`src/rtl/wb_arbiter_pkg.sv`:
```
// wb_arbiter_pkg: shared types for the writeback arbiter.
//   ROB_W / PHYS_W : ROB index and physical register index widths.
//   wb_src_e       : writeback source index (ALU=0, BRU=1, LSU=2).
//   fu_wb_t        : one merged writeback packet for ROB, PRF and RS wakeup.
//   next_src       : round-robin successor of a source, modulo 3.
package wb_arbiter_pkg;

    localparam int ROB_W  = 6;
    localparam int PHYS_W = 7;

    typedef enum logic [1:0] {
        SRC_ALU = 2'd0,
        SRC_BRU = 2'd1,
        SRC_LSU = 2'd2
    } wb_src_e;

    typedef struct packed {
        logic [ROB_W-1:0]  rob_idx;
        logic [PHYS_W-1:0] prd_new;
        logic [31:0]       data;
        logic              data_valid;     // result writes a destination register
        logic [1:0]        epoch;
        logic [31:0]       pc;
        logic              act_taken;      // BRU sideband, zero for ALU/LSU packets
        logic              mispredict;
        logic              redirect_valid;
        logic [31:0]       redirect_pc;
    } fu_wb_t;

    function automatic wb_src_e next_src(input wb_src_e s);
        case (s)
            SRC_ALU: next_src = SRC_BRU;
            SRC_BRU: next_src = SRC_LSU;
            default: next_src = SRC_ALU;
        endcase
    endfunction

endpackage

```
`src/rtl/wb_arbiter_rr_arb3.sv`:
```
// rr_arb3: combinational 3-way round-robin grant.
//   req [2:0] : request vector, bit i = source i.
//   ptr [1:0] : highest-priority source this cycle (0..2).
//   gnt [2:0] : one-hot grant, the first requester at or after ptr (wrapping).
module rr_arb3 (
    input  logic [2:0] req,
    input  logic [1:0] ptr,
    output logic [2:0] gnt
);

    always_comb begin
        gnt = 3'b000;
        case (ptr)
            2'd1: begin
                if      (req[1]) gnt = 3'b010;
                else if (req[2]) gnt = 3'b100;
                else if (req[0]) gnt = 3'b001;
            end
            2'd2: begin
                if      (req[2]) gnt = 3'b100;
                else if (req[0]) gnt = 3'b001;
                else if (req[1]) gnt = 3'b010;
            end
            default: begin
                if      (req[0]) gnt = 3'b001;
                else if (req[1]) gnt = 3'b010;
                else if (req[2]) gnt = 3'b100;
            end
        endcase
    end

endmodule

```
`src/rtl/wb_arbiter.sv`:
```
// wb_arbiter: merges the ALU, BRU and LSU writeback streams into one
// registered fu_wb_t packet per cycle, with round-robin fairness, BRU
// branch sideband and stale-epoch discard.
//   clk, rst_n                    : clock, asynchronous active-low reset.
//   {alu,bru,lsu}_wb_*            : source packet (valid/ready + payload).
//   bru_act_taken .. redirect_pc  : BRU sideband, qualified by bru_wb_valid.
//   flush_valid                   : full flush, drops the buffered packet.
//   recover_valid/recover_epoch   : mispredict recovery, new current epoch.
//   wb_valid/wb_ready/wb_pkt      : registered output towards ROB/PRF/RS.
//
// Handshake: a transfer happens on a rising edge where valid and ready are
// both high. Sources hold their packet stable until ready; ready may depend
// combinationally on valid. wb_pkt is held stable while wb_valid && !wb_ready.
module wb_arbiter
    import wb_arbiter_pkg::*;
#(
    parameter int ROB_W  = wb_arbiter_pkg::ROB_W,
    parameter int PHYS_W = wb_arbiter_pkg::PHYS_W
) (
    input  logic              clk,
    input  logic              rst_n,

    input  logic              alu_wb_valid,
    output logic              alu_wb_ready,
    input  logic [ROB_W-1:0]  alu_wb_rob_idx,
    input  logic [PHYS_W-1:0] alu_wb_prd_new,
    input  logic [31:0]       alu_wb_data,
    input  logic [1:0]        alu_wb_epoch,
    input  logic              alu_wb_uses_rd,
    input  logic [31:0]       alu_wb_pc,

    input  logic              bru_wb_valid,
    output logic              bru_wb_ready,
    input  logic [ROB_W-1:0]  bru_wb_rob_idx,
    input  logic [PHYS_W-1:0] bru_wb_prd_new,
    input  logic [31:0]       bru_wb_data,
    input  logic [1:0]        bru_wb_epoch,
    input  logic              bru_wb_uses_rd,
    input  logic [31:0]       bru_wb_pc,

    input  logic              lsu_wb_valid,
    output logic              lsu_wb_ready,
    input  logic [ROB_W-1:0]  lsu_wb_rob_idx,
    input  logic [PHYS_W-1:0] lsu_wb_prd_new,
    input  logic [31:0]       lsu_wb_data,
    input  logic [1:0]        lsu_wb_epoch,
    input  logic              lsu_wb_uses_rd,
    input  logic [31:0]       lsu_wb_pc,

    input  logic              bru_act_taken,
    input  logic              bru_mispredict,
    input  logic              bru_redirect_valid,
    input  logic [31:0]       bru_redirect_pc,

    input  logic              flush_valid,
    input  logic              recover_valid,
    input  logic [1:0]        recover_epoch,

    output logic              wb_valid,
    input  logic              wb_ready,
    output fu_wb_t            wb_pkt
);

    logic [2:0] src_v;
    logic [2:0] stale;
    logic [2:0] req;
    logic [2:0] gnt;
    logic [2:0] src_ready;
    fu_wb_t     src_pkt [3];
    fu_wb_t     sel_pkt;
    wb_src_e    gnt_src;

    logic       out_v;
    fu_wb_t     out_pkt;
    wb_src_e    rr_ptr;
    logic [1:0] cur_epoch;
    logic [1:0] eff_epoch;
    logic       cap_ok;
    logic       cap;

    assign src_v = {lsu_wb_valid, bru_wb_valid, alu_wb_valid};

    // Per-source packets; only the BRU packet carries branch sideband.
    always_comb begin
        src_pkt[0]            = '0;
        src_pkt[0].rob_idx    = alu_wb_rob_idx;
        src_pkt[0].prd_new    = alu_wb_prd_new;
        src_pkt[0].data       = alu_wb_data;
        src_pkt[0].data_valid = alu_wb_uses_rd;
        src_pkt[0].epoch      = alu_wb_epoch;
        src_pkt[0].pc         = alu_wb_pc;

        src_pkt[1]                = '0;
        src_pkt[1].rob_idx        = bru_wb_rob_idx;
        src_pkt[1].prd_new        = bru_wb_prd_new;
        src_pkt[1].data           = bru_wb_data;
        src_pkt[1].data_valid     = bru_wb_uses_rd;
        src_pkt[1].epoch          = bru_wb_epoch;
        src_pkt[1].pc             = bru_wb_pc;
        src_pkt[1].act_taken      = bru_act_taken;
        src_pkt[1].mispredict     = bru_mispredict;
        src_pkt[1].redirect_valid = bru_redirect_valid;
        src_pkt[1].redirect_pc    = bru_redirect_pc;

        src_pkt[2]            = '0;
        src_pkt[2].rob_idx    = lsu_wb_rob_idx;
        src_pkt[2].prd_new    = lsu_wb_prd_new;
        src_pkt[2].data       = lsu_wb_data;
        src_pkt[2].data_valid = lsu_wb_uses_rd;
        src_pkt[2].epoch      = lsu_wb_epoch;
        src_pkt[2].pc         = lsu_wb_pc;
    end

    // During recovery the incoming epoch is already the current one, so a
    // packet from the new epoch can be granted in the recovery cycle itself.
    assign eff_epoch = recover_valid ? recover_epoch : cur_epoch;

    always_comb begin
        stale = '0;
        for (int i = 0; i < 3; i++) begin
            stale[i] = src_v[i] & (src_pkt[i].epoch != eff_epoch);
        end
    end

    assign req = src_v & ~stale;

    rr_arb3 u_rr_arb3 (
        .req (req),
        .ptr (rr_ptr),
        .gnt (gnt)
    );

    assign cap_ok = ~out_v | wb_ready;
    assign cap    = ~flush_valid & cap_ok & (|req);

    // Stale packets are sunk without a grant, even when the output is full.
    assign src_ready = {3{rst_n & ~flush_valid}} & (stale | (gnt & {3{cap_ok}}));

    assign alu_wb_ready = src_ready[0];
    assign bru_wb_ready = src_ready[1];
    assign lsu_wb_ready = src_ready[2];

    always_comb begin
        sel_pkt = '0;
        gnt_src = SRC_ALU;
        if (gnt[1]) begin
            sel_pkt = src_pkt[1];
            gnt_src = SRC_BRU;
        end else if (gnt[2]) begin
            sel_pkt = src_pkt[2];
            gnt_src = SRC_LSU;
        end else if (gnt[0]) begin
            sel_pkt = src_pkt[0];
            gnt_src = SRC_ALU;
        end
    end

    always_ff @(posedge clk or negedge rst_n) begin
        if (!rst_n) begin
            out_v     <= 1'b0;
            out_pkt   <= '0;
            rr_ptr    <= SRC_ALU;
            cur_epoch <= 2'd0;
        end else begin
            if (recover_valid) begin
                cur_epoch <= recover_epoch;
            end
            if (flush_valid) begin
                out_v <= 1'b0;
            end else if (cap) begin
                out_v   <= 1'b1;
                out_pkt <= sel_pkt;
                rr_ptr  <= next_src(gnt_src);
            end else if (wb_ready && out_v) begin
                out_v <= 1'b0;
            end else if (recover_valid && (out_pkt.epoch != recover_epoch)) begin
                out_v <= 1'b0;
            end
        end
    end

    assign wb_valid = out_v;
    assign wb_pkt   = out_pkt;

endmodule

```
`config.mk`:
```
export PLATFORM = sky130hd
export DESIGN_NAME = wb_arbiter
export DESIGN_NICKNAME = d
export VERILOG_FILES = /design/src/rtl/wb_arbiter_pkg.sv /design/src/rtl/wb_arbiter_rr_arb3.sv /design/src/rtl/wb_arbiter.sv
export SDC_FILE = /design/constraint.sdc
export NUM_CORES = 1
export LEC_CHECK = 0
export ABC_CLOCK_PERIOD_IN_PS = 2900
export BUFFER_PORTS_ARGS = -buffer_cell sky130_fd_sc_hd__buf_2
export CAP_MARGIN = 30
export CORE_AREA = 4 4 154 156
export CTS_CLUSTER_DIAMETER = 80
export DETAILED_ROUTE_END_ITERATION = 10
export DIE_AREA = 0 0 158 160
export HOLD_SLACK_MARGIN = 0.03
export MAX_ROUTING_LAYER = met4
export PLACE_DENSITY = 0.7
export REMOVE_ABC_BUFFERS = 1
export SLEW_MARGIN = 20
export SYNTH_ARGS = -nofsm -noshare
export SYNTH_HDL_FRONTEND = slang
export SYNTH_HIERARCHICAL = 1
export SYNTH_SLANG_ARGS = --single-unit
```
`constraint.sdc`:
```
create_clock -name clk -period 2.9 [get_ports clk]
set_input_delay 0.145 -clock clk [delete_from_list [all_inputs] [get_ports clk]]
set_output_delay 0.145 -clock clk [all_outputs]
set_load 0.03 [all_outputs]
```
==> key figures <==
Status
  • Status: finished, final reports clean

Worst setup path
  • CP bufs+invs: 5
  • Critical Path Fanout Max: 41
  • Critical path, cell by cell: dlygate4sd3_1 > buf_2 > mux2i_4 > xnor2_1 > nor3b_2 > inv_1 > mux2i_2 > o32ai_4 > buf_4 > bufbuf_16 > a22oi_1 > o21ai_1 > mux2_2
  • Crit start category: primary input
  • CP Capture Type: flip-flop
  • CP Data Required Time: 3.18 ns
  • Worst path arrival time: 3.05 ns
  • Crit path largest cell delay: 0.54 ns
  • Delay-heaviest family, CP: buffers and inverters
  • Crit Path Category: primary input to flip-flop
  • CP max-delay cell: dlygate4sd3_1

Detailed routing
  • Vias per cell: 4.75
  • DR DRC count: 0
  • Antenna viol nets, final: 0
  • WL per Instance: 16.9 um
  • DR pass1 iterations: 5
  • Total number of vias: 6523
  • Initial drt markers: 382
  • Final wirelength: 23200 um

Logic synthesis
  • Xor-xnor portion of the synthesized cell area: 0.0108
  • Post-synth top area cell: dfrtp_1
  • Synth Area in Simple Gates: 0.0807
  • Post-Syn Area: 6480 um^2
  • Distinct cell type count after synthesis: 26
  • Warnings from Yosys: 6
  • Mux contribution to synthesized area: 0.202
  • Async S/R FF share, synth: 1.00
  • Largest family of logic cells by synthesized area: multiplexers
  • Synth Instances: 651
  • Compound-Gate Fraction of Synth Area: 0.166
  • Seq/Total Area, Yosys: 0.463
  • Synth Register Bits: 120
  • Adder-cell share of the synthesized area: 0.00772
  • Syn avg cell area: 9.96 um^2
  • Post-synth top area share: 0.463
  • Synth Flop Type: dfrtp_1
  • EDFF count, synth: 0
  • Synth top area cells: dfrtp_1, mux2_2, a22oi_1, nand2_1, o21ai_0
  • Post-synth top cells: dfrtp_1, nand2_1, o21ai_0

Worst hold path
  • Hold crit path type: primary input to flip-flop

Flow run
  • Max_cap viols: 0

Clock tree
  • Clk_lat worst skew: 0.40 ns
  • CTS Root Cell: clkbuf_16
  • H-tree depth: 4
  • CTS sink cnt: 120
  • CTS tree: built
  • Longest Clk Path Bufs: 2
  • CTS Buf Count: 17
  • Reg clk slew, reported paths: 0.06 ns

Global routing
  • Number of global-route vias before repair: 6537
  • GR Util met2: 0.312
  • Total GRT Usage: 0.177
  • First-pass GRT wire length: 34500 um
  • Met1 Resource Use GR: 0.207
  • M3 GR Usage: 0.0398
  • Largest net degree at the start of global routing: 121
  • Initial antenna violation count: 1
  • Gr busiest metal: met2
  • Global route total overflow: 0

STA
  • Slew margin rel.: 0.543
  • Clock Skew: 0.0134 ns
  • Setup ws final: 0.124 ns
  • Fin. max-slew vios: 0
  • Measured slew at the worst slew-check pin: 0.685 ns
  • Period minus WS final: 2.78 ns
  • Fmax: 0.360 GHz
  • Final period utilization: 0.957
  • RSZ-0062 raised after global routing: no
  • Hold Fails Final Rpt: 0
  • Setup Viol. Count Final: 0

Floorplanning
  • IO Pins: 404
  • Starting density of the core: 0.290
  • Die X: 158 um
  • Total die area: 25300 um^2
  • Die Span Y: 160 um
  • CORE AREA: 22400 um^2
  • Cell row count: 55

Placed design
  • Inst Count DP: 1299
  • Placer Congestion: 0.890
  • I/O Buffers: 403
  • HPWL Detailed: 15800 um
  • Dpl ws: 0.0814 ns

Finish
  • Share of layout cells above drive strength 1: 0.490
  • Fillers: 2162
  • Register Area: 3000 um^2
  • Area of the multi-input gates: 3120 um^2
  • Final nets: 1364
  • Post-Layout Cell Count: 1374
  • Area Overhead vs Synth: 53.7%

Pwr
  • Leakage: 5.21 nW
  • Pwr/cell area: 814 nW/um^2
  • Final Total Pwr: 8.11 mW
  • Max IR drop VDD: 0.421 mV
worst paths after layout:
kind	from	end	slack (ns)	cells past startpoint
max in group asynchronous	rst_n	wb_pkt[27]$_DFFE_PN0P_	1.92	3
min reg2reg	wb_pkt[78]$_DFFE_PN0P_	wb_pkt[78]$_DFFE_PN0P_	0.49	1
min	bru_redirect_pc[14]	wb_pkt[14]$_DFFE_PN0P_	0.06	3
min in group asynchronous	rst_n	wb_pkt[49]$_DFFE_PN0P_	0.44	3
max	recover_epoch[1]	wb_pkt[38]$_DFFE_PN0P_	0.12	13
max reg2reg	cur_epoch[1]$_DFF_PN0_	wb_pkt[38]$_DFFE_PN0P_	0.16	11
state kept, by name, summed over array words and instances, names as in the netlist:
signal     flops
wb_pkt       115
cur_epoch      2
rr_ptr         2
wb_valid       1
area by class of cell:
| class | instances | area share |
|---|---|---|
| clock inverter | 13 | 0.0170 |
| clock buffer | 19 | 0.0455 |
| inverter | 42 | 0.0158 |
| antenna | 1 | 0.000251 |
| sequential | 120 | 0.302 |
| timing repair buffer | 458 | 0.271 |
| multi-input combinational | 436 | 0.313 |
| tap | 285 | 0.0358 |
routing by layer:
layer	routed length, um	vias to the layer above
li1	-	3120
met1	9470	3086
met2	12000	292
met3	1520	25
met4	278	0
met5	0	-
power breakdown:
part	internal, mW	switching [mW]
Combinational	1.27	2.16
Clock	1.41	0.816
Sequential	2.19	0.262
Total	4.87	3.24
what timing repair did:
action                                 4_1_cts  5_1_grt
cloned                                       3        0
setup endpoints to repair                    2       78
hold buffers                                37        0
buffers inserted                             2        0
endpoints found under the hold margin      155        0
gates resized for setup                      1        8
pin swaps                                    2        1
worst reg2reg max path: stages, from the launching register on:
cell,delay (ns)
dfrtp_1,0.39
mux2i_4,0.24
xnor2_1,0.14
nor3b_2,0.22
inv_1,0.10
mux2i_2,0.25
o32ai_4,0.15
buf_4,0.17
bufbuf_16,0.33
a22oi_1,0.25
o21ai_1,0.10
mux2_2,0.29
cells in the final DEF, fill, tap and decap left out, types with 8 or more instances in the layout:
master         instances
inv_1                 42
dfrtp_1              120
mux2_2                70
a22oi_1               80
nand2_1              120
buf_4                  9
mux2_1                12
o21ai_0               83
clkbuf_16             17
buf_2                401
mux2i_1               35
xnor2_1                8
buf_12                 8
dlygate4sd3_1         37
stage by stage:
| step | hold slack (ns) | TNS, ns | util | instance area (um^2) |
|---|---|---|---|---|
| floorplan | -0.151 | -1045.69 | - | 6190 |
| global placement | 0.349 | 0 | 0.394 | 8810 |
| detailed placement | 0.352 | 0 | 0.394 | 8810 |
| CTS | 0.0331 | 0 | 0.444 | 9930 |
| global route | 0.0341 | 0 | 0.445 | 9960 |
| finish | 0.0551 | 0 | 0.445 | 9960 |
kinds of logic after synthesis:
group	count (synthesis)
DFF	120
AOI/OAI and AO/OA	172
muxes	120
adders and majority gates	4
and+or+nand+nor	132
buffers and inverters	95
xor gates and xnor gates	8
(Power assumes the default switching activity.)
